<file path="src/rtl/ram_copy_engine.sv">
// Word-by-word copy engine mastering a single-port synchronous RAM (read, capture, write per word).
// Optional build macro CHECKSUM_EN adds a running XOR of every copied word on the checksum port.
module ram_copy_engine #(
    parameter int AW   = 8,
    parameter int DW   = 64,
    parameter int STEP = 1
) (
    input  logic          clk,
    input  logic          reset_n,
    input  logic          start,
    input  logic [AW-1:0] src_addr,
    input  logic [AW-1:0] dst_addr,
    input  logic [7:0]    len,
    output logic          busy,
    output logic          done,
    output logic          cen,
    output logic          wen,
    output logic [AW-1:0] s_addr,
    output logic [DW-1:0] s_din,
    input  logic [DW-1:0] s_dout
`ifdef CHECKSUM_EN
    ,
    output logic [DW-1:0] checksum
`endif
);

    localparam logic [2:0] ST_IDLE = 3'd0;
    localparam logic [2:0] ST_RD   = 3'd1;
    localparam logic [2:0] ST_CAP  = 3'd2;
    localparam logic [2:0] ST_WR   = 3'd3;
    localparam logic [2:0] ST_DONE = 3'd4;

    localparam logic [AW-1:0] STEP_V = AW'(STEP);

    logic [2:0]    state_r;
    logic [AW-1:0] src_ptr_r;
    logic [AW-1:0] dst_ptr_r;
    logic [7:0]    cnt_r;

    // Copy sequencer; every RAM-facing output is registered for the cycle it describes.
    always_ff @(posedge clk or negedge reset_n) begin
        if (!reset_n) begin
            state_r   <= ST_IDLE;
            src_ptr_r <= {AW{1'b0}};
            dst_ptr_r <= {AW{1'b0}};
            cnt_r     <= 8'd0;
            busy      <= 1'b0;
            done      <= 1'b0;
            cen       <= 1'b0;
            wen       <= 1'b0;
            s_addr    <= {AW{1'b0}};
            s_din     <= {DW{1'b0}};
        end else begin
            case (state_r)
                ST_IDLE: begin
                    done <= 1'b0;
                    cen  <= 1'b0;
                    wen  <= 1'b0;
                    if (start) begin
                        src_ptr_r <= src_addr;
                        dst_ptr_r <= dst_addr;
                        cnt_r     <= len;
                        if (len == 8'd0) begin
                            state_r <= ST_DONE;
                            done    <= 1'b1;
                            busy    <= 1'b0;
                        end else begin
                            state_r <= ST_RD;
                            busy    <= 1'b1;
                            cen     <= 1'b1;
                            s_addr  <= src_addr;
                        end
                    end else begin
                        state_r <= ST_IDLE;
                        busy    <= 1'b0;
                    end
                end
                ST_RD: begin
                    state_r <= ST_CAP;
                    cen     <= 1'b0;
                    wen     <= 1'b0;
                end
                ST_CAP: begin
                    // s_din doubles as the word buffer; the read data is valid only in this cycle.
                    state_r   <= ST_WR;
                    s_din     <= s_dout;
                    src_ptr_r <= src_ptr_r + STEP_V;
                    cen       <= 1'b1;
                    wen       <= 1'b1;
                    s_addr    <= dst_ptr_r;
                end
                ST_WR: begin
                    dst_ptr_r <= dst_ptr_r + STEP_V;
                    cnt_r     <= cnt_r - 8'd1;
                    if (cnt_r == 8'd1) begin
                        state_r <= ST_DONE;
                        busy    <= 1'b0;
                        done    <= 1'b1;
                        cen     <= 1'b0;
                        wen     <= 1'b0;
                    end else begin
                        state_r <= ST_RD;
                        cen     <= 1'b1;
                        wen     <= 1'b0;
                        s_addr  <= src_ptr_r;
                    end
                end
                ST_DONE: begin
                    state_r <= ST_IDLE;
                    done    <= 1'b0;
                    busy    <= 1'b0;
                    cen     <= 1'b0;
                    wen     <= 1'b0;
                end
                default: begin
                    state_r <= ST_IDLE;
                    busy    <= 1'b0;
                    done    <= 1'b0;
                    cen     <= 1'b0;
                    wen     <= 1'b0;
                end
            endcase
        end
    end

`ifdef CHECKSUM_EN
    // Running XOR of copied words, restarted by each accepted command.
    always_ff @(posedge clk or negedge reset_n) begin
        if (!reset_n) begin
            checksum <= {DW{1'b0}};
        end else if ((state_r == ST_IDLE) && start) begin
            checksum <= {DW{1'b0}};
        end else if (state_r == ST_CAP) begin
            checksum <= checksum ^ s_dout;
        end else begin
            checksum <= checksum;
        end
    end
`endif

endmodule

</file>
<file path="config.mk">
export PLATFORM = sky130hd
export DESIGN_NAME = ram_copy_engine
export DESIGN_NICKNAME = d
export VERILOG_FILES = /design/src/rtl/ram_copy_engine.sv
export SDC_FILE = /design/constraint.sdc
export NUM_CORES = 1
export LEC_CHECK = 0
export ABC_AREA = 1
export ABC_CLOCK_PERIOD_IN_PS = 2100
export BUFFER_PORTS_ARGS = -buffer_cell sky130_fd_sc_hd__buf_2
export CAP_MARGIN = 10
export CORE_MARGIN = 1
export CORE_UTILIZATION = 40
export DETAILED_ROUTE_END_ITERATION = 8
export GPL_ROUTABILITY_DRIVEN = 0
export PLACE_DENSITY = 0.66
export SETUP_SLACK_MARGIN = 0.15
export SYNTH_ARGS = -nofsm -noshare
export SYNTH_HDL_FRONTEND = slang
export SYNTH_SLANG_ARGS = --single-unit
</file>
<file path="constraint.sdc">
create_clock -name clk -period 2.1 [get_ports clk]
set_clock_uncertainty 0.2 [all_clocks]
set_input_delay 0 -clock clk [delete_from_list [all_inputs] [get_ports clk]]
set_output_delay 0 -clock clk [all_outputs]
set_load 0.01 [all_outputs]
</file>
==> results_tabular.tex <==
\begin{tabular}{lr}
\hline
Metric & Value \\
\hline
\multicolumn{2}{l}{\textbf{GRT}} \\
\quad Total congestion overflow & 0 \\
\quad Global-route wire length before repair & 21900 um \\
\quad GRT Util Overall & 22.3\% \\
\quad Maximum number of pins on one net before global-route repair & slightly below 50 \\
\quad Via count of the first global-routing pass & 4719 \\
\quad Antenna violations before repair & 0 \\
\multicolumn{2}{l}{\textbf{Worst setup path}} \\
\quad Endpoint of the lowest-slack register-to-register path & state\_r[2] \\
\quad Kind of launch point of the worst setup path & flip-flop \\
\quad Worst Path Max Fanout & 5 \\
\quad Endpoint class of the critical path & flip-flop \\
\quad Critical path launch point & state\_r[1] \\
\quad Crit path max-delay family & buffers and inverters \\
\quad Critical Path AT & 1.92 ns \\
\quad Worst-path cell with the longest stage delay & dlygate4sd3\_1 \\
\quad Maximum cell stage delay along the critical path & 0.57 ns \\
\quad Worst Path Class, Setup & flip-flop to flip-flop \\
\quad Reg2Reg Launch Point & state\_r[1] \\
\quad Critical Path, Cell by Cell & nor2\_1 > nand2\_1 > inv\_1 > nand3\_1 > dlygate4sd3\_1 > nand2\_1 \\
\quad Cell type with the highest occurrence count on the critical path & nand2\_1 \\
\quad Data required time at the worst endpoint & 2.18 ns \\
\quad Flop2flop setup slack & 0.26 ns \\
\quad Path depth of the worst reg2reg path & 6 \\
\quad Count of buffering cells on the critical path with inverters included & 2 \\
\multicolumn{2}{l}{\textbf{Placement}} \\
\quad Port Buffer Count & around 170 \\
\quad Post-place instance area & roughly 5700 um\^{}2 \\
\quad Half-perimeter wire length of the detailed placement result & 8940 um \\
\quad Instance count after placement with tap cells included & 903 \\
\multicolumn{2}{l}{\textbf{Yosys}} \\
\quad Share of flip-flops with an asynchronous set or reset after synthesis & 100\% \\
\quad Cell Area, Synth & 4740 um\^{}2 \\
\quad Dominant synthesized flop cell & dfrtp\_1 \\
\quad Syn Inst Count & 603 \\
\quad Area share of the largest cell type after synthesis & 54.4\% \\
\quad Number of nets produced by synthesis & 698 \\
\quad Share of synthesized area occupied by flip-flops and latches & between 50\% and 60\% \\
\quad FF+latch count, synth & about 100 \\
\quad Synth cell types & 26 \\
\quad Post-synth EDFFs & 0 \\
\quad Synthesis warning total & 0 \\
\quad Largest area contributor in the netlist & dfrtp\_1 \\
\quad Mapped Avg Cell Area & 7.86 um\^{}2 \\
\quad Most area-consuming cells after synthesis & dfrtp\_1 54\%, nand2\_1 25\%, nand3\_1 3.4\% \\
\multicolumn{2}{l}{\textbf{STA}} \\
\quad Total Neg Setup Slack & 0 ns \\
\quad Final setup violation count & 0 \\
\quad Number of hold violations in the final report & 0 \\
\quad Period minus WS final & 1.84 ns \\
\quad Max Slew Vio Count & 0 \\
\quad Highest clock frequency the design can meet & 543 MHz \\
\quad Worst slew margin relative to its limit & 59.1\% \\
\quad Tightest Pin Transition & 0.614 ns \\
\quad RSZ-0062 raised after global routing & no \\
\quad Worst hold slack after final layout & 0.00789 ns \\
\quad Ratio of final minimum period to clock period & 87.7\% \\
\multicolumn{2}{l}{\textbf{Cells and area}} \\
\quad Most common cell after layout, fill and taps aside & nand2\_1 \\
\quad Layout fillers & 992 \\
\quad Post-layout instance count excluding filler cells & 1009 \\
\quad Area of all placed cells without fillers & a little under 7000 um\^{}2 \\
\quad Ant. Diodes & 0 \\
\quad Fraction of layout instances using a drive strength above 1 & 24.4\% \\
\quad Final \#Nets & approximately 960 \\
\quad Commonest non-fill, non-tap cells in the layout & 321 x nand2\_1, 165 x buf\_2, 103 x dfrtp\_1 \\
\quad Synth-to-layout area growth & 46.7\% \\
\multicolumn{2}{l}{\textbf{Status}} \\
\quad Status & completed \\
\multicolumn{2}{l}{\textbf{Pwr}} \\
\quad Cell leakage power & 3.81 nW \\
\quad Power density normalized to cell area & 1420 nW/um\^{}2 \\
\quad Max rail drop VDD & 0.666 mV \\
\quad Total chip power & 9.88 mW \\
\multicolumn{2}{l}{\textbf{Drt}} \\
\quad Remaining DRCs & 0 \\
\quad Wire length after detailed routing & about 13000 um \\
\quad First-pass detailed-route iteration total & 5 \\
\quad Post-DR wirelength/cell & 13.1 um \\
\quad Remaining antenna violation count & 0 \\
\quad Vias per cell & 4.76 \\
\quad Iteration-0 DRC count of the detailed router & 257 \\
\quad Vias after detailed routing & 4804 \\
\multicolumn{2}{l}{\textbf{Flow run}} \\
\quad Number of maximum-capacitance constraint violations & 0 \\
\multicolumn{2}{l}{\textbf{Clocking}} \\
\quad Clock insertion delay at the later pin of the skew report & about 0.34 ns \\
\quad Root Buffer Master & clkbuf\_16 \\
\quad Setup bufs post-CTS & 0 \\
\quad Clock sink total & 103 \\
\quad TritonCTS clock tree & built \\
\quad Total CTS buffers & 9 \\
\quad Longest Clk Path Bufs & 2 \\
\quad Count of H-tree levels built during CTS & 3 \\
\quad Reg clk slew, reported paths & roughly 0.060 ns \\
\multicolumn{2}{l}{\textbf{Worst hold path}} \\
\quad Worst hold-check path type & input pin to async pin \\
\multicolumn{2}{l}{\textbf{Floorplanning}} \\
\quad Area enclosed by the die boundary & approximately 12000 um\^{}2 \\
\quad Y dimension of the die & 111 um \\
\quad Number of rows created at floorplan & 39 \\
\quad Core area & roughly 11000 um\^{}2 \\
\quad Die X & 111 um \\
\quad Boundary Pins & between 150 and 200 \\
\quad Effective utilization at floorplan & 41.3\% \\
\hline
\end{tabular}
-- layer usage --
| layer | GRT usage, % | vias to the layer above | part of all wire, % |
|---|---|---|---|
| met4 | 10.6 | 0 | 2.7 |
| met2 | 37.6 | 182 | 48 |
| met1 | 28.1 | 2199 | 44 |
| met5 | 0 | - | 0 |
| met3 | 3.28 | 31 | 5.5 |
| li1 | - | 2392 | - |
-- repair_timing --
item                                    in CTS  in global routing
endpoints found under the setup margin       0                 16
hold endpoints to repair                   195                  0
hold buffers                                92                  0
resized for setup                            0                  3
-- sequential cells by signal (all words and copies together) (netlist names) --
signal and flops:
wen 1, src_ptr_r 8, cnt_r 8, cen 1
s_addr 8, busy 1, state_r 3, done 1
s_din 64, dst_ptr_r 8
-- cell type report --
cell class,instances,area [um^2],area share (%)
Sequential cell,103,2580,37.1
Clock inverter,3,43.8,0.630
Timing Repair Buffer,271,1860,26.8
Multi-Input combinational cell,446,1920,27.7
Clock buffer,11,243,3.49
Tap cell,143,179,2.57
Inverter,32,120,1.73
-- Yosys cell counts, types with 3 or more instances --
master	n
inv_1	28
a31oi_1	3
nand2_1	321
buf_2	9
nand4_1	10
nor2_1	35
xor2_1	3
buf_4	7
o211ai_1	8
nand3_1	32
clkbuf_1	4
dfrtp_1	103
nand2_2	6
inv_2	4
ha_1	4
o21ai_0	9
o21ai_1	4
-- stage by stage --
step	worst slack (ns)	util, %
floorplan	0.616	-
global placement	0.347	50.0
detailed placement	0.242	50.0
CTS	0.222	60.5
global route	0.170	60.6
finish	0.258	60.6
-- cells by family (layout without fill, tap and decap cells) --
group / Yosys count / in the layout / share of synthesized area (%)
compound gates: 28 / 28 / 3.54
xor+xnor: 4 / 4 / 0.740
fa+ha+maj: 4 / 4 / 1.06
buf+inv: 54 / 317 / 5.39
flops: 103 / 103 / 54.4
simple gates: 410 / 410 / 34.9
-- how the worst max path moves through the flow --
stage                   endpoint  cells past startpoint  slack [ns]
finish                state_r[2]                      6        0.26
global route                done                     10        0.17
CTS                    s_addr[1]                      8        0.22
detailed placement     s_addr[1]                      8        0.24
global placement       s_addr[1]                      8        0.35
floorplan           src_ptr_r[0]                      7        0.62
-- power by group --
group | internal, mW | switching (mW) | leakage (nW)
logic | 1.76 | 2.85 | 2.42
clock network | 0.946 | 0.690 | 0.142
registers | 2.98 | 0.663 | 1.26
No activity file was read; power rests on OpenSTA's default activity.
